===== config.mk =====
export PLATFORM = sky130hd
export DESIGN_NAME = bsmul_ctrl
export DESIGN_NICKNAME = d
export VERILOG_FILES = /design/src/rtl/bsmul_pkg.sv /design/src/rtl/bsmul_cell.sv /design/src/rtl/bsmul_ctrl.sv
export SDC_FILE = /design/constraint.sdc
export NUM_CORES = 1
export LEC_CHECK = 0
export CAP_MARGIN = 25
export CORE_MARGIN = 4
export CORE_UTILIZATION = 57
export CTS_CLUSTER_SIZE = 30
export DETAILED_ROUTE_END_ITERATION = 8
export GPL_TIMING_DRIVEN = 0
export HOLD_SLACK_MARGIN = 0.1
export PLACE_DENSITY = 0.84
export SYNTH_ARGS = -nofsm -noshare
export SYNTH_HDL_FRONTEND = slang
export SYNTH_SLANG_ARGS = --single-unit

===== constraint.sdc =====
create_clock -name clk -period 5.8 [get_ports clk]
set_input_delay 1.16 -clock clk [delete_from_list [all_inputs] [get_ports clk]]
set_output_delay 1.16 -clock clk [all_outputs]
set_load 0.1 [all_outputs]

===== src/rtl/bsmul_pkg.sv =====
// Shared types and constants for the bit-serial multiplier controller.
package bsmul_pkg;

  typedef enum logic [1:0] {
    IDLE = 2'd0,
    RUN  = 2'd1,
    DONE = 2'd2
  } bsmul_state_e;

  localparam int BSMUL_W = 8;

  // Accepting edge to out_valid rising edge, in clock edges.
  function automatic int bsmul_lat(input int w);
    return 2 * w + 3;
  endfunction

endpackage


===== src/rtl/bsmul_cell.sv =====
// One bit of the serial-parallel multiplier row: adds the partial product
// of the broadcast serial bit and its held b bit into the incoming sum.
module bsmul_cell (
  input  logic clk,
  input  logic reset,
  input  logic x_i,
  input  logic b_i,
  input  logic sync_i,
  input  logic sum_i,
  output logic sum_o
);

  logic       sum_q, sum_d;
  logic       carry_q, carry_d;
  logic [1:0] total;

  // sync marks the first serial bit: nothing valid is upstream yet, so both
  // the stale carry and the stale sum from the previous product are dropped.
  always_comb begin
    total   = {1'b0, sum_i & ~sync_i} + {1'b0, x_i & b_i} + {1'b0, carry_q & ~sync_i};
    sum_d   = total[0];
    carry_d = total[1];
  end

  always_ff @(posedge clk) begin
    if (reset) begin
      sum_q   <= 1'b0;
      carry_q <= 1'b0;
    end else begin
      sum_q   <= sum_d;
      carry_q <= carry_d;
    end
  end

  assign sum_o = sum_q;

endmodule


===== src/rtl/bsmul_ctrl.sv =====
// Bit-serial multiplier with valid/ready handshake, fixed latency 2W+3.
// Define BSMUL_SIGNED_EN for two's-complement operands (default: unsigned).
module bsmul_ctrl
  import bsmul_pkg::*;
#(
  parameter int W = BSMUL_W
) (
  input  logic             clk,
  input  logic             reset,
  input  logic             in_valid,
  output logic             in_ready,
  input  logic [W-1:0]     a,
  input  logic [W-1:0]     b,
  output logic             out_valid,
  input  logic             out_ready,
  output logic [2*W-1:0]   p,
  output logic             busy
);

  localparam int PW = 2 * W;
  localparam int CW = $clog2(PW + 2);
  localparam logic [CW-1:0] CNT_SHIFT_END = CW'(PW);
  localparam logic [CW-1:0] CNT_LAST      = CW'(PW + 1);

  function automatic logic [PW-1:0] extend(input logic [W-1:0] v);
`ifdef BSMUL_SIGNED_EN
    return {{W{v[W-1]}}, v};
`else
    return {{W{1'b0}}, v};
`endif
  endfunction

  bsmul_state_e    state_q, state_d;
  logic [CW-1:0]   cnt_q, cnt_d;
  logic [PW-1:0]   a_q, a_d;
  logic [PW-1:0]   b_q, b_d;
  logic [PW-1:0]   res_q, res_d;
  logic            ov_q, ov_d;
  logic            accept, run, sync, ser_bit, shift_en;
  logic [PW:0]     chain;

  // FSM state register
  always_ff @(posedge clk) begin
    if (reset) state_q <= IDLE;
    else       state_q <= state_d;
  end

  always_comb begin
    state_d = state_q;
    case (state_q)
      IDLE:    if (in_valid) state_d = RUN;
      RUN:     if (cnt_q == CNT_LAST) state_d = DONE;
      DONE:    if (ov_q && out_ready) state_d = IDLE;
      default: state_d = IDLE;
    endcase
  end

  always_comb begin
    in_ready  = (state_q == IDLE) && !reset;
    busy      = (state_q == RUN);
    out_valid = ov_q;
    p         = ov_q ? res_q : '0;
  end

  // Datapath next-state
  always_comb begin
    accept   = in_ready && in_valid;
    run      = (state_q == RUN);
    sync     = run && (cnt_q == '0);
    ser_bit  = run && a_q[0];
    // Product bit k leaves the row one cycle after serial bit k enters it.
    shift_en = run && (cnt_q != '0) && (cnt_q <= CNT_SHIFT_END);

    cnt_d = cnt_q;
    a_d   = a_q;
    b_d   = b_q;
    if (accept) begin
      cnt_d = '0;
      a_d   = extend(a);
      b_d   = extend(b);
    end else if (run) begin
      cnt_d = cnt_q + CW'(1);
      a_d   = a_q >> 1;
    end

    res_d = shift_en ? {chain[PW], res_q[PW-1:1]} : res_q;
    // out_valid trails DONE entry by one edge and drops on the handshake.
    ov_d  = (state_q == DONE) && !(ov_q && out_ready);
  end

  always_ff @(posedge clk) begin
    if (reset) begin
      cnt_q <= '0;
      res_q <= '0;
      ov_q  <= 1'b0;
    end else begin
      cnt_q <= cnt_d;
      res_q <= res_d;
      ov_q  <= ov_d;
    end
  end

  always_ff @(posedge clk) begin
    a_q <= a_d;
    b_q <= b_d;
  end

  // Cell 0 holds the b MSB; sums ripple toward the b LSB cell, whose output
  // is the serial product stream.
  assign chain[0] = 1'b0;

  for (genvar j = 0; j < PW; j++) begin : g_cell
    bsmul_cell u_cell (
      .clk    (clk),
      .reset  (reset),
      .x_i    (ser_bit),
      .b_i    (b_q[PW-1-j]),
      .sync_i (sync),
      .sum_i  (chain[j]),
      .sum_o  (chain[j+1])
    );
  end

endmodule


==> flow_metrics.env <==
export IMPL_postCtsSetupBuffers=0
export IMPL_root_buffer="clkbuf_8"
export IMPL_finalHoldViolations=0
export IMPL_seq_power_share_pct=57.3
export IMPL_combPwrFrac_pct=13.0
export IMPL_antenna_found_initial=0
export IMPL_synth_fp_nets=243
export IMPL_numCtsBuffers=5
export IMPL_synthTopCellsByArea="dfxtp_1 (33%), edfxtp_1 (20%), and2_1 (8.2%)"
export IMPL_cts_hold_buf=0
export IMPL_insertion_delay_ps=300
export IMPL_dieArea_um2=5370
export IMPL_critPathSlowestCell="clkdlybuf4s50_1"
export IMPL_ys_async_sr_fraction_pct=0
export IMPL_placementRows=23
export IMPL_io_buffers=38
export IMPL_die_x_um=73.3
export IMPL_place_area_um2=2870
export IMPL_synth_distinct_cells=33
export IMPL_fp_dieH_um=73.3
export IMPL_drc=0
export IMPL_arrival_ps=3150
export IMPL_endpoint_kind="output pin"
export IMPL_rsz0062_at_grt="no"
export IMPL_layout_min_cycle_time_ps=4310
export IMPL_synth_top_area_share_pct=32.9
export IMPL_switching_share_pct=24.0
export IMPL_relSlewSlack_pct=35.2
export IMPL_worst_pin_slew_ps=968
export IMPL_cpMostUsedCell="clkdlybuf4s50_1"
export IMPL_grt_overflow=0
export IMPL_num_antenna_cells=0
export IMPL_worst_path_max_fanout=4
export IMPL_gp_congestion=0.736
export IMPL_htree_levels=2
export IMPL_p_int_w=0.000575
export IMPL_design_area_um2=2970
export IMPL_yosysTopAreaCell="dfxtp_1"
export IMPL_slew_violations=0
export IMPL_initial_core_util_pct=59.9
export IMPL_synth_warnings=0
export IMPL_viasPerCell=5.06
export IMPL_syn_instance_count=212
export IMPL_status="completed"
export IMPL_cts_buffer_depth=2
export IMPL_synth_flop_cell="dfxtp_1"
export IMPL_path_cells="clkdlybuf4s50_1 -> nor3_1 -> clkdlybuf4s50_1"
export IMPL_totalWireLength_um=3990
export IMPL_fill_cells=283
export IMPL_critPathRequiredTime_ps=4640
export IMPL_crit_type="primary input to output pin"
export IMPL_seq_area_frac_synth_pct=52.7
export IMPL_core_um2=4060
export IMPL_rrSetupSlack_ps=3510
export IMPL_dp_hpwl_um=2960
export IMPL_firstDrtPassIters=4
export IMPL_hold_class="flip-flop to flip-flop"
export IMPL_grt_pass1_wl_um=6930
export IMPL_wl_per_cell_um=12.9
export IMPL_grt_start_max_net_pins=17
export IMPL_syn_avg_cell_area_um2=11.5
export IMPL_ir_drop_v=0.000154
export IMPL_grt_pass1_vias=1520
export IMPL_drtAntennaViolNets=0
export IMPL_vias=1557
export IMPL_cts_clk_slew_worst_paths_ps=90
export IMPL_tns_ps=0
export IMPL_cts_tree="yes"
export IMPL_p_leak_nw=1.23
export IMPL_cts_sinks=56
export IMPL_skew_ps=2.88
export IMPL_final_cells=308
export IMPL_max_freq_ghz=0.232
export IMPL_slowest_delay_ps=1210
export IMPL_startpoint_type="primary input"
export IMPL_cap_violations=0
export IMPL_ioPinCount=39
export IMPL_ctsResizeCount=0
export IMPL_areaGrowthSynthToFinish_pct=22.3
export IMPL_drtIter0Drc=92
export IMPL_grtUsageTotal_pct=17.1
export IMPL_setup_viol=0
export IMPL_finalCritPeriodShare_pct=74.3
export IMPL_synth_edf_count=16
export IMPL_power_density_nw_per_um2=254
export IMPL_power_clock_fraction_pct=29.8
export IMPL_place_inst=300
export IMPL_finish_utilization_pct=73.3
export IMPL_p_sw_w=0.000181
export IMPL_final_nets=288
export IMPL_ys_ff_latch=56
export IMPL_netlist_area_um2=2430
export IMPL_final_layout_size_suffix_gt1_share_pct=8.53
## cells in the mapped netlist, drive strengths merged (4+ instances only)
master,n
and2,32
mux2,8
nor2b,16
edfxtp,16
nand2,25
mux2i,17
a21oi,5
dfxtp,40
ha,4
inv,4
clkbuf,5
fa,7
and3,9
## critical path: cells and delay by family
kind	cells	cell delay (ps)
buf+inv	2	1680
simple gates	1	310
## cell usage in the layout (no fill, tap or decap), drive strengths merged
master,synthesis,routed
clkbuf,5,13
nand3,1,1
nor2,3,3
nor3b,2,2
o21ai,2,2
edfxtp,16,16
and3,9,9
nand2b,1,1
mux2i,17,17
inv,4,4
and3b,1,1
mux2,8,8
o31ai,1,1
a2111oi,1,1
nand2,25,25
ha,4,4
buf,3,3
clkdlybuf4s50,0,38
or2,1,1
nor2b,16,16
clkinv,1,1
fa,7,7
nand3b,1,1
dfxtp,40,40
or3,2,2
and2,32,32
xor2,1,1
nor3,1,1
a21o,1,1
o21a,1,1
a21oi,5,5
## cell families (layout without fill, tap and decap cells)
| logic type | Yosys count | after routing | share of synthesized area (%) |
|---|---|---|---|
| buffers and inverters | 13 | 59 | 2.52 |
| adder cells (fa/ha/maj) | 11 | 11 | 7.82 |
| XOR/XNOR | 1 | 1 | 0.360 |
| multiplexers | 25 | 25 | 11.2 |
| flip-flops | 56 | 56 | 52.7 |
| AO/OA/AOI/OAI | 11 | 11 | 2.73 |
| AND/OR/NAND/NOR | 95 | 95 | 22.6 |
## stage by stage
step	hold slack, ps	setup slack (ps)	total power, W
after floorplan	424	1390	0.000508
after global placement	445	1500	0.000539
after detailed placement	454	1500	0.000542
after CTS	467	1480	0.000764
after global routing	496	1440	0.000796
final	468	1490	0.000757
## path summary, 6_finish.rpt
| check | startpoint | endpoint | cells after the start |
|---|---|---|---|
| hold / removal | g_cell[15].u_cell.sum_o | res_q[15] | 2 |
| hold reg to reg | g_cell[15].u_cell.sum_o | res_q[15] | 2 |
| setup / recovery | reset | in_ready | 3 |
| setup reg to reg | cnt_q[0] | g_cell[13].u_cell.sum_o | 8 |
## final cells by class
class	count	area, µm²	share of cell area, %
multi-input cells	143	1090	36.6
flip-flops and latches	56	1280	43.1
well taps	50	62.6	2.10
clock buffers	8	100	3.37
inverters	5	18.8	0.631
plain buffers	8	42.5	1.43
repair buffers	38	380	12.8
## routing by layer
| metal | up-vias | part of all wire, % | global-route usage, % |
|---|---|---|---|
| met5 | - | 0 | 0 |
| met4 | 0 | 1.3 | 5.43 |
| met1 | 726 | 45 | 22.0 |
| met3 | 6 | 4.9 | 5.06 |
| li1 | 795 | - | - |
| met2 | 30 | 49 | 27.8 |
## power groups by stage
| stage | clock, W | sequential [W] | combinational, W |
|---|---|---|---|
| after floorplan | 0 | 0.000442 | 0.0000664 |
| after global placement | 0 | 0.000442 | 0.0000970 |
| after detailed placement | 0 | 0.000443 | 0.0000989 |
| after CTS | 0.000232 | 0.000434 | 0.0000992 |
| after global routing | 0.000252 | 0.000436 | 0.000108 |
| final | 0.000225 | 0.000433 | 0.0000983 |
## state kept, by name (all words and copies together) (netlist names)
| signal | flops |
|---|---|
| res_q | 16 |
| a_q | 8 |
| b_q | 8 |
| g_cell.u_cell.carry_q | 8 |
| g_cell.u_cell.sum_o | 8 |
| cnt_q | 5 |
| state_q | 2 |
| out_valid | 1 |
No activity file was read; power rests on OpenSTA's default activity.
